<file path="src/rtl/sprite_pkg.sv">
// Shared types and constants for the sprite line prefetcher and its line buffer.
package sprite_pkg;

   typedef enum logic [1:0] {
      IDLE  = 2'd0,
      FETCH = 2'd1,
      DRAIN = 2'd2
   } fetch_state_t;

   localparam int SPRITE_ROM_AW = 9;
   localparam int SPRITE_ROM_DW = 8;
   localparam int PIX_W         = 4;

   localparam logic [PIX_W-1:0] TRANSPARENT_IDX = 4'hF;

endpackage

</file>
<file path="src/rtl/sprite_line_buffer.sv">
// One sprite row of palette indices: synchronous write port, registered read port.
// A disabled read returns zero so the pixel mixer sees a clean "no sprite" value.
module sprite_line_buffer
   import sprite_pkg::*;
#(
   parameter int DEPTH = 16,
   parameter int AW    = $clog2(DEPTH)
) (
   input  logic             clock,
   input  logic             reset,
   input  logic             i_wrEn,
   input  logic [AW-1:0]    i_wrAddr,
   input  logic [PIX_W-1:0] i_wrData,
   input  logic             i_rdEn,
   input  logic [AW-1:0]    i_rdAddr,
   output logic [PIX_W-1:0] o_rdData,
   output logic             o_rdValid
);

   logic [PIX_W-1:0] r_mem [DEPTH];
   logic [PIX_W-1:0] r_rdData;
   logic             r_rdValid;

   // Contents are deliberately left uninitialised; the owner gates them with its row-hit flag.
   always_ff @(posedge clock) begin
      if (i_wrEn) begin
         r_mem[i_wrAddr] <= i_wrData;
      end
   end

   always_ff @(posedge clock) begin
      if (reset) begin
         r_rdData  <= '0;
         r_rdValid <= 1'b0;
      end else begin
         r_rdValid <= i_rdEn;
         r_rdData  <= i_rdEn ? r_mem[i_rdAddr] : '0;
      end
   end

   assign o_rdData  = r_rdData;
   assign o_rdValid = r_rdValid;

endmodule

</file>
<file path="src/rtl/sprite_line_fetch.sv">
// Fetches one sprite row from the character ROM during horizontal blanking and
// replays it as palette indices with a transparency flag during active video.
module sprite_line_fetch
   import sprite_pkg::*;
#(
   parameter int               SPRITE_W    = 16,
   parameter int               SPRITE_H    = 28,
   parameter int               COORD_W     = 10,
   parameter logic [PIX_W-1:0] TRANSPARENT = TRANSPARENT_IDX
) (
   input  logic                     clock,
   input  logic                     reset,
   input  logic                     line_start,
   input  logic [COORD_W-1:0]       line_y,
   input  logic [COORD_W-1:0]       sprite_x,
   input  logic [COORD_W-1:0]       sprite_y,
   input  logic                     pixel_valid,
   input  logic [COORD_W-1:0]       pixel_x,
   output logic [SPRITE_ROM_AW-1:0] rom_address,
   input  logic [SPRITE_ROM_DW-1:0] rom_data,
   output logic [PIX_W-1:0]         pix_index,
   output logic                     pix_opaque,
   output logic                     fetch_busy
);

   localparam int LOG_W = $clog2(SPRITE_W);

   fetch_state_t             r_state;
   logic [SPRITE_ROM_AW-1:0] r_romAddr;
   logic [LOG_W-1:0]         r_col;
   logic [LOG_W-1:0]         r_colD;
   logic                     r_wrEn;
   logic                     r_rowHit;

   logic [COORD_W:0]         w_dy;
   logic [COORD_W:0]         w_dx;
   logic                     w_rowInRange;
   logic [SPRITE_ROM_AW-1:0] w_base;
   logic                     w_busy;
   logic                     w_pixHit;
   logic [PIX_W-1:0]         w_rdData;
   logic                     w_rdValid;
   logic                     w_unusedRomHi;

   // One extra bit keeps line_y < sprite_y from wrapping into a false hit.
   assign w_dy         = {1'b0, line_y} - {1'b0, sprite_y};
   assign w_rowInRange = ~w_dy[COORD_W] && (w_dy < (COORD_W+1)'(SPRITE_H));
   assign w_base       = {w_dy[SPRITE_ROM_AW-LOG_W-1:0], {LOG_W{1'b0}}};
   assign w_busy       = (r_state != IDLE);

   always_ff @(posedge clock) begin
      if (reset) begin
         r_state   <= IDLE;
         r_romAddr <= '0;
         r_col     <= '0;
         r_rowHit  <= 1'b0;
      end else begin
         case (r_state)
            IDLE: begin
               if (line_start) begin
                  r_rowHit <= 1'b0;
                  if (w_rowInRange) begin
                     r_state   <= FETCH;
                     r_col     <= '0;
                     r_romAddr <= w_base;
                  end
               end
            end
            FETCH: begin
               if (r_col == LOG_W'(SPRITE_W-1)) begin
                  r_state <= DRAIN;
               end else begin
                  r_col     <= r_col + 1'b1;
                  r_romAddr <= r_romAddr + 1'b1;
               end
            end
            DRAIN: begin
               r_rowHit <= 1'b1;
               r_state  <= IDLE;
            end
            default: r_state <= IDLE;
         endcase
      end
   end

   // ROM data lags its address by one cycle, so the write column lags too.
   always_ff @(posedge clock) begin
      if (reset) begin
         r_wrEn <= 1'b0;
         r_colD <= '0;
      end else begin
         r_wrEn <= (r_state == FETCH);
         r_colD <= r_col;
      end
   end

   assign w_dx     = {1'b0, pixel_x} - {1'b0, sprite_x};
   assign w_pixHit = pixel_valid & r_rowHit & ~w_busy & ~w_dx[COORD_W]
                     & (w_dx < (COORD_W+1)'(SPRITE_W));

   sprite_line_buffer #(
      .DEPTH(SPRITE_W),
      .AW   (LOG_W)
   ) u_lineBuffer (
      .clock    (clock),
      .reset    (reset),
      .i_wrEn   (r_wrEn),
      .i_wrAddr (r_colD),
      .i_wrData (rom_data[PIX_W-1:0]),
      .i_rdEn   (w_pixHit),
      .i_rdAddr (w_dx[LOG_W-1:0]),
      .o_rdData (w_rdData),
      .o_rdValid(w_rdValid)
   );

   assign w_unusedRomHi = ^rom_data[SPRITE_ROM_DW-1:PIX_W];

   assign rom_address = r_romAddr;
   assign fetch_busy  = w_busy;
   assign pix_index   = w_rdData;
   assign pix_opaque  = w_rdValid & (w_rdData != TRANSPARENT);

endmodule

</file>
<file path="config.mk">
export PLATFORM = sky130hd
export DESIGN_NAME = sprite_line_fetch
export DESIGN_NICKNAME = d
export VERILOG_FILES = /design/src/rtl/sprite_pkg.sv /design/src/rtl/sprite_line_buffer.sv /design/src/rtl/sprite_line_fetch.sv
export SDC_FILE = /design/constraint.sdc
export NUM_CORES = 1
export LEC_CHECK = 0
export CAP_MARGIN = 10
export CORE_MARGIN = 5
export CORE_UTILIZATION = 54
export CTS_CLUSTER_DIAMETER = 120
export CTS_CLUSTER_SIZE = 24
export DETAILED_ROUTE_END_ITERATION = 7
export GPL_TIMING_DRIVEN = 1
export PLACE_DENSITY = 0.86
export SYNTH_ARGS = -nofsm -noshare
export SYNTH_HDL_FRONTEND = slang
export SYNTH_SLANG_ARGS = --single-unit
</file>
<file path="constraint.sdc">
create_clock -name clock -period 3.7 [get_ports clock]
set_input_delay 1.11 -clock clock [delete_from_list [all_inputs] [get_ports clock]]
set_output_delay 1.11 -clock clock [all_outputs]
set_load 0.005 [all_outputs]
</file>
; ---- After elaboration in Yosys (flattened, before gate mapping)
; Memory sizes are Yosys's and may differ from the RTL's. A register that Yosys moved wholly into a read port is not among the register bits.
; Cells that the tools add are included.
[word_totals]
word_cells = 56
out_inout_bits = 15
register_bits = 22
input_bits = 52
ram_bits = 64
n_memories = 1
[memory_table]
columns = name, words, width, rd, rd_ports_with_merged_regs, write_ports, line
row1 = u_lineBuffer.r_mem, 16, 4, 1, 1, 1, sprite_line_buffer.sv:20  ; logic [PIX_W-1:0] r_mem [DEPTH];
[op_classes]
n_mux = 16
add_sub_neg = 4
n_reduce_logical = 9
magnitude_cmp = 2
bitwise = 9
eq_ne = 8
[op_table]
columns = op, n
row1 = $mux W9, 3
row2 = $lt A11 B5 Y1 const B, 2
row3 = $sub A10 B10 Y11, 2
row4 = $pmux W9 S2, 1
row5 = $mux W4, 3
row6 = $add A9 B1 Y9 const B, 1
row7 = $ne A2 B2 Y1 const B, 4
row8 = $pmux W4 S2, 1
row9 = $mux W2, 3
row10 = $reduce_bool A2 Y1, 3
row11 = $and A1 B1 Y1, 5
row12 = $add A4 B1 Y4 const B, 1
row13 = $eq A4 B4 Y1 const B, 1
row14 = $ne A4 B4 Y1 const B, 1
row15 = $not A1 Y1, 4
row16 = $pmux W2 S2, 1
row17 = $reduce_and A4 Y1, 1
row18 = $mux W1, 3
row19 = $reduce_and A3 Y1, 1
row20 = $eq A2 B1 Y1 const B, 1
row21 = $eq A2 B2 Y1 const B, 1
row22 = $logic_not A2 Y1, 1
row23 = $pmux W1 S2, 1
row24 = $reduce_and A2 Y1, 1
row25 = other kinds (2), 2

; ---- Depth between registers and ports, before layout
; Gate-level depths: netlist (run 1).
[depth]
depth_word = 7
mapped_depth = 12
mapped_depth_nobuf = 12

; ---- Hierarchy
; Synthesis (run 1) repeated with hierarchy kept, for this count alone.
[unflattened]
cells_unflattened = 381
area_unflattened_um2 = 4605.7
[modules_own_cells]
columns = mod, cells_each, area_per_inst_um2, n_inst, seq_area_each_um2
row1 = sprite_line_buffer, 134, 2703.8, 1, 2021.9
row2 = sprite_line_fetch, 247, 1901.8, 1, 420.4

; ---- Least setup slack after synthesis (run 1)
; No wires, ideal clock.
[synth_timing]
kind = input -> register
startpoint = input line_y[0]
endpoint = register r_col[0]
n_path_buf = 0
arrival_ns = 3.303
cell_stages = 11
slack_ns = 0.274
cell_sequence = inv_1 -> ha_1 -> inv_1 -> fa_1 -> a21oi_2 -> o211a_1 -> or4_4 -> a211oi_4 -> o311ai_4 -> nand2_4 -> mux2_1
[synth_between]
elab_chain_cells = 5
word_cells_on_any_way = 6
[synth_rtl]
columns = element, line
row1 = from (decl), sprite_line_fetch.sv:14  ; input logic [COORD_W-1:0] line_y,
row2 = $sub A10 B10 Y11 *, sprite_line_fetch.sv:46  ; assign w_dy = {1'b0, line_y} - {1'b0, sprite_y};
row3 = $lt A11 B5 Y1 or $not A1 Y1 (tied branches), sprite_line_fetch.sv:47  ; assign w_rowInRange = ~w_dy[COORD_W] && (w_dy < (COORD_W+1)'(SPRITE_H));
row4 = $logic_and A1 B1 Y1 *, sprite_line_fetch.sv:47
row5 = $ne A2 B2 Y1 (no source line) *, -
row6 = $reduce_and A4 Y1 (no source line) *, -
row7 = to (signal assigned), sprite_line_fetch.sv:73  ; r_col <= r_col + 1'b1;
row8 = to (decl), sprite_line_fetch.sv:30  ; logic [LOG_W-1:0] r_col;
; Mark *: on every way between the ends. The rest lies on a longest branch, timed or not.
; A chain may end at the register's enable or synchronous reset.

; ---- Worst setup path in the final report (run 1)
; Same ends and word-level chain as after synthesis.

==> results of run 1 <==
## kinds of logic after synthesis
kind of cell,share of synthesized area
flip-flops,0.538
AO/OA/AOI/OAI,0.112
XOR/XNOR,0.0193
buffers and inverters,0.0353
multiplexers,0.109
adder cells (fa/ha/maj),0.0694
AND/OR/NAND/NOR,0.118
## registers in the layout (all words and copies together) (netlist names)
name,count
r_wrEn,1
u_lineBuffer.o_rdValid,1
r_col,4
r_rowHit,1
u_lineBuffer.r_mem,64
r_colD,4
rom_address,9
r_state,2
u_lineBuffer.o_rdData,4
## final cells by class
class | count | area [um2] | area share
Clock buffer | 10 | 138 | 0.0243
Clock inverter | 6 | 56.3 | 0.00994
Inverter | 33 | 124 | 0.0219
Multi-Input combinational cell | 235 | 1950 | 0.345
Sequential cell | 90 | 2440 | 0.431
Tap cell | 105 | 131 | 0.0232
Timing Repair Buffer | 85 | 818 | 0.144
## metal layers
layer	routed length [um]	GRT usage
met1	3750	0.228
met2	4900	0.342
met3	416	0.0448
met4	86	0.0521
met5	0	0
## critical path: cells and delay by family
family / cells / cell delay, ns
muxes: 1 / 0.33
buffers and inverters: 3 / 0.57
and+or+nand+nor: 2 / 0.71
adders and majority gates: 2 / 0.42
AOI/OAI and AO/OA: 4 / 0.69
## worst max-delay path by stage
stage                                           to  cells after the start  slack, ns        from
final                                     r_col[0]                     12       0.10   line_y[0]
after global routing      u_lineBuffer.o_rdData[1]                     14      -0.01  pixel_x[0]
after CTS                 u_lineBuffer.o_rdData[0]                     11       0.04  pixel_x[0]
after detailed placement  u_lineBuffer.o_rdData[0]                     11      -0.33  pixel_x[0]
after global placement                    r_col[0]                     12      -0.22   line_y[0]
after floorplan                           r_col[0]                     11       0.27   line_y[0]
## where the power goes
| part | switching, mW | internal (mW) | leakage (nW) |
|---|---|---|---|
| Clock | 0.357 | 0.279 | 0.0977 |
| Sequential | 0.00138 | 1.08 | 0.784 |
| Combinational | 0.177 | 0.194 | 1.22 |
| Total | 0.536 | 1.55 | 2.10 |
## cell usage after synthesis, types with 11 or more instances
cell | count | area [um2]
mux4_2 | 16 | 360
nand3_1 | 16 | 80.1
mux2i_1 | 11 | 110
inv_1 | 33 | 124
nor2b_1 | 11 | 68.8
dfxtp_1 | 26 | 521
o21ai_0 | 12 | 60.1
edfxtp_1 | 64 | 1920
nor2_1 | 27 | 101
a21oi_1 | 13 | 65.1
ha_1 | 22 | 275
nand2_1 | 14 | 52.6
## timing repair
item	CTS	global route
setup buffers	0	2
hold buffers	0	0
endpoints found under the setup margin	0	9
resized for setup	0	4
## per-stage QoR
step                      utilization  hold WS (ns)  worst slack (ns)
after floorplan                     -         0.446             0.274
after global placement          0.662         0.463            -0.220
after detailed placement        0.662         0.481            -0.330
after CTS                       0.686         0.490            0.0352
after global routing            0.689         0.513           -0.0138
final                           0.689         0.491             0.104
## placed cells by master, fill, tap and decap left out, drive strengths merged, types with 7 or more instances in the layout
cell,count
o21ai,17
xor2,7
buf,23
nand2,15
mux4,16
edfxtp,64
nand3,16
nand2b,8
nor3,8
nor2,27
a211oi,10
nor2b,11
ha,22
clkbuf,10
dfxtp,26
clkdlybuf4s50,62
inv,38
a21oi,14
mux2i,11
==> summary.md, run 1 <==
| Metric | Value |
|---|---|
| Setup slack, reg-to-reg | `between 1 and 1.5 ns` |
| Largest net degree at the start of global routing | `18` |
| Grt ovf | `0` |
| Io pins | `67` |
| YS warnings | `0` |
| Vias in the first global route | `roughly 3,400` |
| Worst-case reg-to-reg path depth | `7` |
| Initial antenna violation count | `0` |
| Mapped Cells | `about 370` |
| CP required | `slightly below 4 ns` |
| Violation count after the first detailed-route iteration | `between 150 and 200` |
| Pwr per Cell Area | `roughly 370 mW/mm2` |
| Fraction of registers with async set or reset after synthesis | `0` |
| Die ar. | `slightly above 0.01 mm2` |
| Total clock sinks | `90` |
| Initial Util | `0.553` |
| Syn Area/Cell | `12.4 um2` |
| Leakage | `2.10 nW` |
| DRT antenna net count | `0` |
| Row cnt | `33` |
| Total power | `between 2 and 2.5 mW` |
| Wire length per cell | `~16 um` |
| R2R Path End | `u_lineBuffer.o_rdData[1]` |
| Die width | `slightly above 100 um` |
| Post-route design area | `roughly 0.0057 mm2` |
| Slew margin rel. | `0.558` |
| Placed wire-length estimate | `between 6000 and 7000 um` |
| Worst-skew pair later-pin latency | `~0.36 ns` |
| Setup violators final | `0` |
| Core footprint | `0.00822 mm2` |
| Fin. Hold Viols | `0` |
| TritonRoute pass-1 iters | `4` |
| First-pass GRT wire length | `15,200 um` |
| Count of unique library cells instantiated by Yosys | `54` |
| Vias/cell | `about 5.7` |
| Clk_skew | `around 0.017 ns` |
| Worst Path Arrival | `about 3.8 ns` |
| Worst R2R Start | `r_state[0]` |
| Drc violations | `0` |
| Inserted Diodes | `0` |
| GR Util All Layers | `0.190` |
| Synthesized area | `0.00454 mm2` |
| Post-synthesis sequential area ratio | `0.538` |
| Slew Limit Fails | `0` |
| Layout cells sized above 1 | `0.153` |
| Vias | `approximately 3,200` |
| GP Congestion | `0.891` |
| Port Buffers | `62` |
| Startpoint types | `primary input` |
| Critical Path Slowest Stage Cell | `or4_4` |
| H-tree levels | `3` |
| Seq cells post-synth | `90` |
| Layout fillers | `588` |
| Clock Tree Buf Depth | `2` |
| Setup TNS | `0 ns` |
| Critical Path Fanout Max | `8` |
| Syn Nets | `about 440` |
| Tcrit/Tclk final | `0.972` |
| Post-synth EDFFs | `64` |
| Crit path time final | `~3.6 ns` |
| Destination of the worst hold path | `r_rowHit` |
| Critical path type | `in -> reg` |
| Max Fclk | `roughly 280 MHz` |
| Worst Setup End Kind | `flip-flop` |
| Area grow syn2layout | `24.7%` |
| Chip height | `102 um` |
| Cell Chain, Critical Path | `clkdlybuf4s50_1, inv_1, ha_1, inv_1, fa_2, a21oi_2, o211a_1, or4_4, a211oi_4, o311ai_4, nand2_4, mux2_1` |
| Synth Flop Type | `edfxtp_1` |
| Peak VDD IR | `~0.21 mV` |
| Non-Filler Instances | `564` |
| Status | `complete, no violations` |
| Worst Hold Depth | `2` |
| Slew @ Worst Pin | `between 0.6 and 0.7 ns` |
| Max-cap violation count | `0` |
| Nets@finish | `530` |
| Min-Delay Path Class | `reg -> reg` |
| Min-delay src | `r_state[1]` |
| Placed cell area | `about 0.0054 mm2` |
| CP peak stage delay | `between 0.5 and 0.6 ns` |
| Clock Pin Slew Worst Setup and Hold Paths | `0.08 ns` |
| Post-Route WL | `~9200 um` |
| Placed insts | `between 500 and 600` |
| CTS buffer count | `9` |
| Clock Tree Root | `clkbuf_8` |
| Most common cell on crit path | `inv_1` |
| CTS tree | `built` |
Note: power is estimated with default switching activity, not from simulation.
==> run 2, diff against run 1 <==
--- a/config.mk
+++ b/config.mk
@@ -13,6 +13,7 @@
 export DETAILED_ROUTE_END_ITERATION = 7
 export GPL_TIMING_DRIVEN = 1
 export PLACE_DENSITY = 0.86
+export RECOVER_POWER = 50
 export SYNTH_ARGS = -nofsm -noshare
 export SYNTH_HDL_FRONTEND = slang
 export SYNTH_SLANG_ARGS = --single-unit
==> run 2 against run 1 <==
  * Sequential power is essentially flat
  * Total power is essentially flat
  * Clock-buffer cell count stayed put
  * Utilization about the same
  * First-iteration DRC count down 2.7%
  * Non-clock buffer count unchanged
  * Worst setup slack worse by 0.0015 ns
  * Critical path depth unchanged
  * Clock skew about the same
  * Hold slack is essentially flat
  * Routed wire length up 0.14%
  * Fmax about the same
  * Critical endpoint unchanged
  * Largest cell class unchanged
  * Largest power group unchanged
==> summary.md, run 2 (same netlist as run 1, synthesis figures left out) <==
| Metric | Value |
|---|---|
| Fin. Hold Viols | `0 (unchanged)` |
| Startpoint types | `primary input` |
| Clock Pin Slew Worst Setup and Hold Paths | `0.08 ns (about the same)` |
| Crit path depth | `12 (unchanged)` |
| Grt ovf | `0 (unchanged)` |
| Delay-heaviest family, CP | `simple AND/OR/NAND/NOR gates` |
| Max Fclk | `278 MHz (about the same)` |
| CP Launch Point | `line_y[0]` |
| Worst-skew pair later-pin latency | `0.36 ns (about the same)` |
| Cell Chain, Critical Path | `clkdlybuf4s50_1, inv_1, ha_1, inv_1, fa_2, a21oi_2, o211a_1, or4_4, a211oi_4, o311ai_4, nand2_4, mux2_1` |
| First-pass GRT wire length | `15,200 um (unchanged)` |
| Peak VDD IR | `0.207 mV (about the same)` |
| Worst Hold Depth | `2 (unchanged)` |
| Placed wire-length estimate | `6900 um (unchanged)` |
| Violation count after the first detailed-route iteration | `181 (-2.7%)` |
| Post-Route WL | `9170 um (+0.14%)` |
| Tightest hold margin | `0.491 ns (+0.000137 ns)` |
| Setup violators final | `0 (unchanged)` |
| Total clock sinks | `90 (unchanged)` |
| Most frequent cells in the layout | `edfxtp_1, clkdlybuf4s50_1, inv_1` |
| Worst R2R Start | `r_state[0]` |
| Die ar. | `0.0103 mm2 (unchanged)` |
| Drc violations | `0 (unchanged)` |
| Wire length per cell | `16.3 um (+0.14%)` |
| Clock Tree Buf Depth | `2 (unchanged)` |
| Die width | `102 um (unchanged)` |
| Vias | `3,196 (+0.22%)` |
| Chip height | `102 um (unchanged)` |
| GR Util All Layers | `0.190 (unchanged)` |
| Setup WS pre-CTS | `-0.330 ns (unchanged)` |
| Setup crit end | `r_col[0]` |
| H-tree levels | `3 (unchanged)` |
| Area grow syn2layout | `24.6% (about the same)` |
| Nets@finish | `530 (unchanged)` |
| Worst Setup End Kind | `flip-flop` |
| Worst-case reg-to-reg path depth | `7 (unchanged)` |
| Tcrit/Tclk final | `0.972 (about the same)` |
| R2R Path End | `u_lineBuffer.o_rdData[1]` |
| Max-cap violation count | `0 (unchanged)` |
| Largest net degree at the start of global routing | `18 (unchanged)` |
| Slew Limit Fails | `0 (unchanged)` |
| Layout fillers | `587 (-0.17%)` |
| CTS tree | `built` |
| Vias/cell | `5.67 (+0.22%)` |
| Critical path type | `in -> reg` |
| Critical Path Fanout Max | `8 (unchanged)` |
| Io pins | `67 (unchanged)` |
| Inserted Diodes | `0 (unchanged)` |
| Core footprint | `0.00822 mm2 (unchanged)` |
| Post-route design area | `0.00566 mm2 (about the same)` |
| TritonRoute pass-1 iters | `4 (unchanged)` |
| Most common cell on crit path | `inv_1` |
| Largest reg by FF count | `u_lineBuffer.r_mem` |
| Port Buffers | `62 (unchanged)` |
| Leading cell type in the layout, fill and taps excluded | `edfxtp_1` |
| CTS buffer count | `9 (unchanged)` |
| GP Congestion | `0.891 (unchanged)` |
| Setup TNS | `0 ns (unchanged)` |
| Initial Util | `0.553 (unchanged)` |
| Placed cell area | `0.00544 mm2 (unchanged)` |
| Slew margin rel. | `0.528 (-0.0299)` |
| Row cnt | `33 (unchanged)` |
| Clk_skew | `0.0164 ns (-0.000316 ns)` |
| Pwr per Cell Area | `368 mW/mm2 (about the same)` |
| Leakage | `2.09 nW (-0.13%)` |
| CP peak stage delay | `0.54 ns (about the same)` |
| DRT antenna net count | `0 (unchanged)` |
| Layout cells sized above 1 | `0.150 (-0.00218)` |
| Worst Path Arrival | `3.84 ns (about the same)` |
| Setup slack, reg-to-reg | `1.36 ns (about the same)` |
| Worst setup margin | `0.103 ns (-0.00155 ns)` |
| Crit path time final | `3.60 ns (+0.00155 ns)` |
| CP required | `3.94 ns (about the same)` |
| Vias in the first global route | `3,367 (unchanged)` |
| Max reg flops | `64 (unchanged)` |
| Min-Delay Path Class | `reg -> reg` |
| Status | `complete, no violations` |
| WP buf/inv | `3 (unchanged)` |
| Clock Tree Root | `clkbuf_8` |
| Slew @ Worst Pin | `0.707 ns (+0.0499 ns)` |
| Critical Path Slowest Stage Cell | `or4_4` |
| Initial antenna violation count | `0 (unchanged)` |
## run 2: cell types whose count changed in the layout (fill, tap and decap cells not counted)
| cell | change |
|---|---|
| clkbuf_1 | +1 |
| buf_4 | -1 |
| dlygate4sd3_1 | +3 |
| clkdlybuf4s50_1 | -3 |
## run 2: layout make-up
type | count | area (um2) | area share
timing repair buffer | 85 | 815 | 0.144
clock buffer | 10 | 138 | 0.0243
tap | 105 | 131 | 0.0232
sequential | 90 | 2440 | 0.431
inverter | 33 | 124 | 0.0219
multi-input combinational | 235 | 1950 | 0.345
clock inverter | 6 | 56.3 | 0.00995
## run 2: tightest hold or removal path, cell delays in order (launching register included)
cell and delay [ns]:
dfxtp_1 0.32, nand2b_1 0.06, a21oi_1 0.06
## run 2: stage by stage
step / util / instances / total power [mW]
2_1_floorplan: - / 367 / 1.32
3_3_place_gp: 0.662 / 546 / 1.46
3_5_place_dp: 0.662 / 546 / 1.47
4_1_cts: 0.686 / 562 / 2.10
5_1_grt: 0.689 / 564 / 2.18
6_report: 0.689 / 564 / 2.08
## run 2: routing by layer
metal | wire length, um | up-vias | track usage | share of wire
met2 | 4890 | 87 | 0.342 | 0.53
met4 | 86 | 0 | 0.0521 | 0.0094
met1 | 3790 | 1552 | 0.228 | 0.41
met5 | 0 | - | 0 | 0
met3 | 400 | 11 | 0.0448 | 0.044
li1 | - | 1546 | - | -
## run 2: power by group
part | internal, mW | switching (mW)
Sequential | 1.08 | 0.00139
Clock | 0.279 | 0.357
Combinational | 0.193 | 0.177
## run 2: worst min path at each step
stage               startpoint        end
finish              r_state[1]   r_rowHit
global route          r_col[3]  r_colD[3]
CTS                 r_state[1]   r_rowHit
detailed placement  r_state[1]   r_rowHit
global placement    r_state[1]   r_rowHit
floorplan             r_rowHit   r_rowHit
## run 2: timing repair
item	in CTS	in global routing
endpoints found under the setup margin	0	9
setup buffers	0	2
gates resized for setup	0	4
hold buffers	0	0
==> run 3, diff against run 2 <==
--- a/config.mk
+++ b/config.mk
@@ -7,13 +7,14 @@
 export LEC_CHECK = 0
 export CAP_MARGIN = 10
 export CORE_MARGIN = 5
-export CORE_UTILIZATION = 54
+export CORE_UTILIZATION = 55
 export CTS_CLUSTER_DIAMETER = 120
 export CTS_CLUSTER_SIZE = 24
 export DETAILED_ROUTE_END_ITERATION = 7
 export GPL_TIMING_DRIVEN = 1
-export PLACE_DENSITY = 0.86
+export PLACE_DENSITY = 0.87
 export RECOVER_POWER = 50
 export SYNTH_ARGS = -nofsm -noshare
 export SYNTH_HDL_FRONTEND = slang
+export SYNTH_HIERARCHICAL = 1
 export SYNTH_SLANG_ARGS = --single-unit
==> run 3 against run 2 <==
  * Hold slack improved by 0.0043 ns
  * Die area fell by 0.39%
  * Clock skew rose by 0.00085 ns
  * Design area is 5.3% higher
  * First-iteration DRC count is 29% higher
  * Area after synthesis increased by 1.4%
  * Combinational power up 13%
  * Critical path type unchanged
  * Highest routed layer unchanged
==> summary.md, run 3 <==
| Metric | Value |
|---|---|
| Status | `complete, no violations` |
| Pwr per Cell Area | `362 mW/mm2 (-1.8%)` |
| Layout cells sized above 1 | `0.203 (+0.0529)` |
| CP peak stage delay | `0.46 ns (-0.08 ns)` |
| Min-Delay Path Class | `reg -> reg` |
| Die ar. | `0.0103 mm2 (-0.39%)` |
| Tcrit/Tclk final | `0.985 (+0.0128)` |
| Die width | `102 um (-0.20%)` |
| Metal2 WL | `5730 um (+17%)` |
| TritonRoute pass-1 iters | `5 (+1)` |
| Worst Setup End Kind | `flip-flop` |
| Initial Util | `0.563 (+0.0106)` |
| Synth Flop Type | `edfxtp_1` |
| H-tree levels | `3 (unchanged)` |
| First-pass GRT wire length | `17,000 um (+11%)` |
| Max-cap violation count | `0 (unchanged)` |
| Io pins | `67 (unchanged)` |
| Most frequent cell after synthesis | `edfxtp_1` |
| Vias in the first global route | `3,487 (+3.6%)` |
| Area grow syn2layout | `29.4%` |
| Largest net degree at the start of global routing | `24 (+6)` |
| Total clock sinks | `90 (unchanged)` |
| Fraction of registers with async set or reset after synthesis | `0 (unchanged)` |
| Tightest hold margin | `0.496 ns (+0.00429 ns)` |
| Slew Limit Fails | `0 (unchanged)` |
| Port Buffers | `62 (unchanged)` |
| Clk_skew | `0.0172 ns (+0.000846 ns)` |
| Layout fillers | `526 (-10%)` |
| Wire length per cell | `18.4 um (+13%)` |
| Setup slack, reg-to-reg | `1.57 ns (+0.21 ns)` |
| Syn Area/Cell | `12.1 um2 (-2.3%)` |
| Max reg flops | `64 (unchanged)` |
| Worst-skew pair later-pin latency | `0.36 ns (about the same)` |
| Drc violations | `0 (unchanged)` |
| Clock Tree Root | `clkbuf_8` |
| Worst Path Arrival | `3.94 ns (+0.10 ns)` |
| Leakage | `2.30 nW (+10%)` |
| Count of unique library cells instantiated by Yosys | `58 (+7.4%)` |
| Syn Nets | `457 (+3.2%)` |
| Peak VDD IR | `0.283 mV (+37%)` |
| WP buf/inv | `4 (+1)` |
| Critical Path Fanout Max | `4 (-4)` |
| GP Congestion | `0.811 (-9.0%)` |
| Top routing layer used | `met4` |
| CTS buffer count | `9 (unchanged)` |
| Synth cell count leaders | `edfxtp_1, inv_1, nor2_1` |
| Clock Pin Slew Worst Setup and Hold Paths | `0.11 ns (+0.03 ns)` |
| Top-area cell type share of the netlist area | `0.417 (-0.00586)` |
| Core footprint | `0.00818 mm2 (-0.50%)` |
| Crit path depth | `13 (+1)` |
| Cell Chain, Critical Path | `clkdlybuf4s50_1, inv_1, ha_1, or3_1, o21ai_1, o21ai_0, mux2_2, a2111oi_2, buf_4, nor4b_4, buf_4, a22oi_2, o21ai_1` |
| Post-synthesis sequential area ratio | `0.530 (-0.00745)` |
| Setup crit end | `u_lineBuffer/o_rdData[3]` |
| Placed wire-length estimate | `7780 um (+13%)` |
| Mapped Cells | `381 (+3.8%)` |
| Max Fclk | `274 MHz (-1.3%)` |
| CP required | `4.00 ns (+0.06 ns)` |
| Synthesized area | `0.00461 mm2 (+1.4%)` |
| Area occupied by multi-input gates | `0.00208 mm2 (+6.5%)` |
| YS warnings | `6 (+6)` |
| Chip height | `102 um (-0.20%)` |
| Row cnt | `33 (unchanged)` |
| Worst R2R Start | `r_state[0]` |
| Crit path time final | `3.64 ns (+0.0472 ns)` |
| Seq cells post-synth | `90 (unchanged)` |
| Inserted Diodes | `0 (unchanged)` |
| Post-Route WL | `11,000 um (+20%)` |
| Vias/cell | `5.92 (+4.5%)` |
| Initial antenna violation count | `0 (unchanged)` |
| Final Util | `0.729 (+0.0401)` |
| Post-synth EDFFs | `64 (unchanged)` |
| Met3 WL | `713 um (+78%)` |
| WL met1 | `4160 um (+9.9%)` |
| Worst Hold Depth | `2 (unchanged)` |
| Leading cell type in the layout, fill and taps excluded | `edfxtp_1` |
| Most frequent cells in the layout | `edfxtp_1, clkdlybuf4s50_1, buf_4` |
| Nets@finish | `563 (+6.2%)` |
| Startpoint types | `primary input` |
| Largest reg by FF count | `u_lineBuffer/r_mem` |
| Setup violators final | `0 (unchanged)` |
| Sequential cell area | `0.00244 mm2 (unchanged)` |
| Synth top area cells | `edfxtp_1, dfxtp_1, ha_1, mux4_2, inv_1` |
| DRT antenna net count | `0 (unchanged)` |
| Grt ovf | `0 (unchanged)` |
| Slew margin rel. | `0.522 (-0.00647)` |
| R2R Path End | `rom_address[7]` |
| CP Launch Point | `sprite_x[4]` |
| Setup TNS | `0 ns (unchanged)` |
| Vias | `3,534 (+11%)` |
| Critical path type | `in -> reg` |
| GR Util All Layers | `0.215 (+0.0246)` |
| Clock Tree Buf Depth | `2 (unchanged)` |
| Slew @ Worst Pin | `0.712 ns (+0.00423 ns)` |
| Delay-heaviest family, CP | `buffers and inverters` |
| Fin. Hold Viols | `0 (unchanged)` |
| Worst-case reg-to-reg path depth | `8 (+1)` |
| Violation count after the first detailed-route iteration | `233 (+29%)` |
| Cell taking the most area after synthesis | `edfxtp_1` |
| Critical Path Slowest Stage Cell | `clkdlybuf4s50_1` |
| CTS tree | `built` |
==> run 3: cell count changes after synthesis, sizes merged, moves of 5 or more <==
cell and change:
nor3 +7, nor2 +8, inv +5, a22oi +6
a211oi -10, nand3 -7
==> run 3: timing repair <==
action,4_1_cts,5_1_grt
endpoints found under the hold margin,0,0
hold buffers,0,0
pin swaps,2,10
setup endpoints to repair,5,12
resized for setup,14,27
buffers inserted,0,3
==> run 3: per-layer routing <==
layer,vias up,GRT usage
met3,31,0.0489
met5,-,0
met4,0,0.0971
li1,1634,-
met2,163,0.370
met1,1706,0.257
==> run 3: area by class of cell <==
| type | count | share of cell area |
|---|---|---|
| Clock buffer | 9 | 0.0208 |
| Timing Repair Buffer | 103 | 0.160 |
| Tap cell | 105 | 0.0220 |
| Multi-Input combinational cell | 245 | 0.349 |
| Inverter | 38 | 0.0239 |
| Sequential cell | 90 | 0.410 |
| Clock inverter | 7 | 0.0136 |
==> run 3: logic make-up after synthesis <==
group,Yosys count,synth area share
AOI/OAI and AO/OA,70,0.104
xor gates and xnor gates,10,0.0190
adders and majority gates,24,0.0685
buffers and inverters,46,0.0484
DFF,90,0.530
muxes,24,0.0975
and+or+nand+nor,117,0.132
==> run 3: per-stage QoR <==
| stage | setup WS (ns) | total power, mW | cell area (um2) | std cells |
|---|---|---|---|---|
| CTS | 0.00919 | 2.13 | 5820 | 594 |
| global placement | -0.594 | 1.46 | 5580 | 578 |
| finish | 0.0553 | 2.16 | 5960 | 597 |
| global route | -0.0753 | 2.24 | 5960 | 597 |
| detailed placement | -0.835 | 1.48 | 5580 | 578 |
| floorplan | 0.0242 | 1.32 | 4610 | 381 |
==> run 3: tightest hold or removal path, cell delays in order, from the launching register on <==
cell and delay, ns:
dfxtp_1 0.32, o21ai_0 0.07, a21oi_1 0.06
==> run 3: worst min path at each step <==
stage	start	endpoint
2_1_floorplan	r_rowHit	r_rowHit
3_3_place_gp	r_rowHit	r_rowHit
3_5_place_dp	r_rowHit	r_rowHit
4_1_cts	r_rowHit	r_rowHit
5_1_grt	r_rowHit	r_rowHit
6_report	r_rowHit	r_rowHit
==> run 3: report_power, final <==
group | total [mW] | internal, mW | leakage (nW) | switching, mW
clock network | 0.657 | 0.269 | 0.103 | 0.388
registers | 1.08 | 1.08 | 0.784 | 0.00213
logic | 0.419 | 0.219 | 1.42 | 0.201
total | 2.16 | 1.57 | 2.30 | 0.590
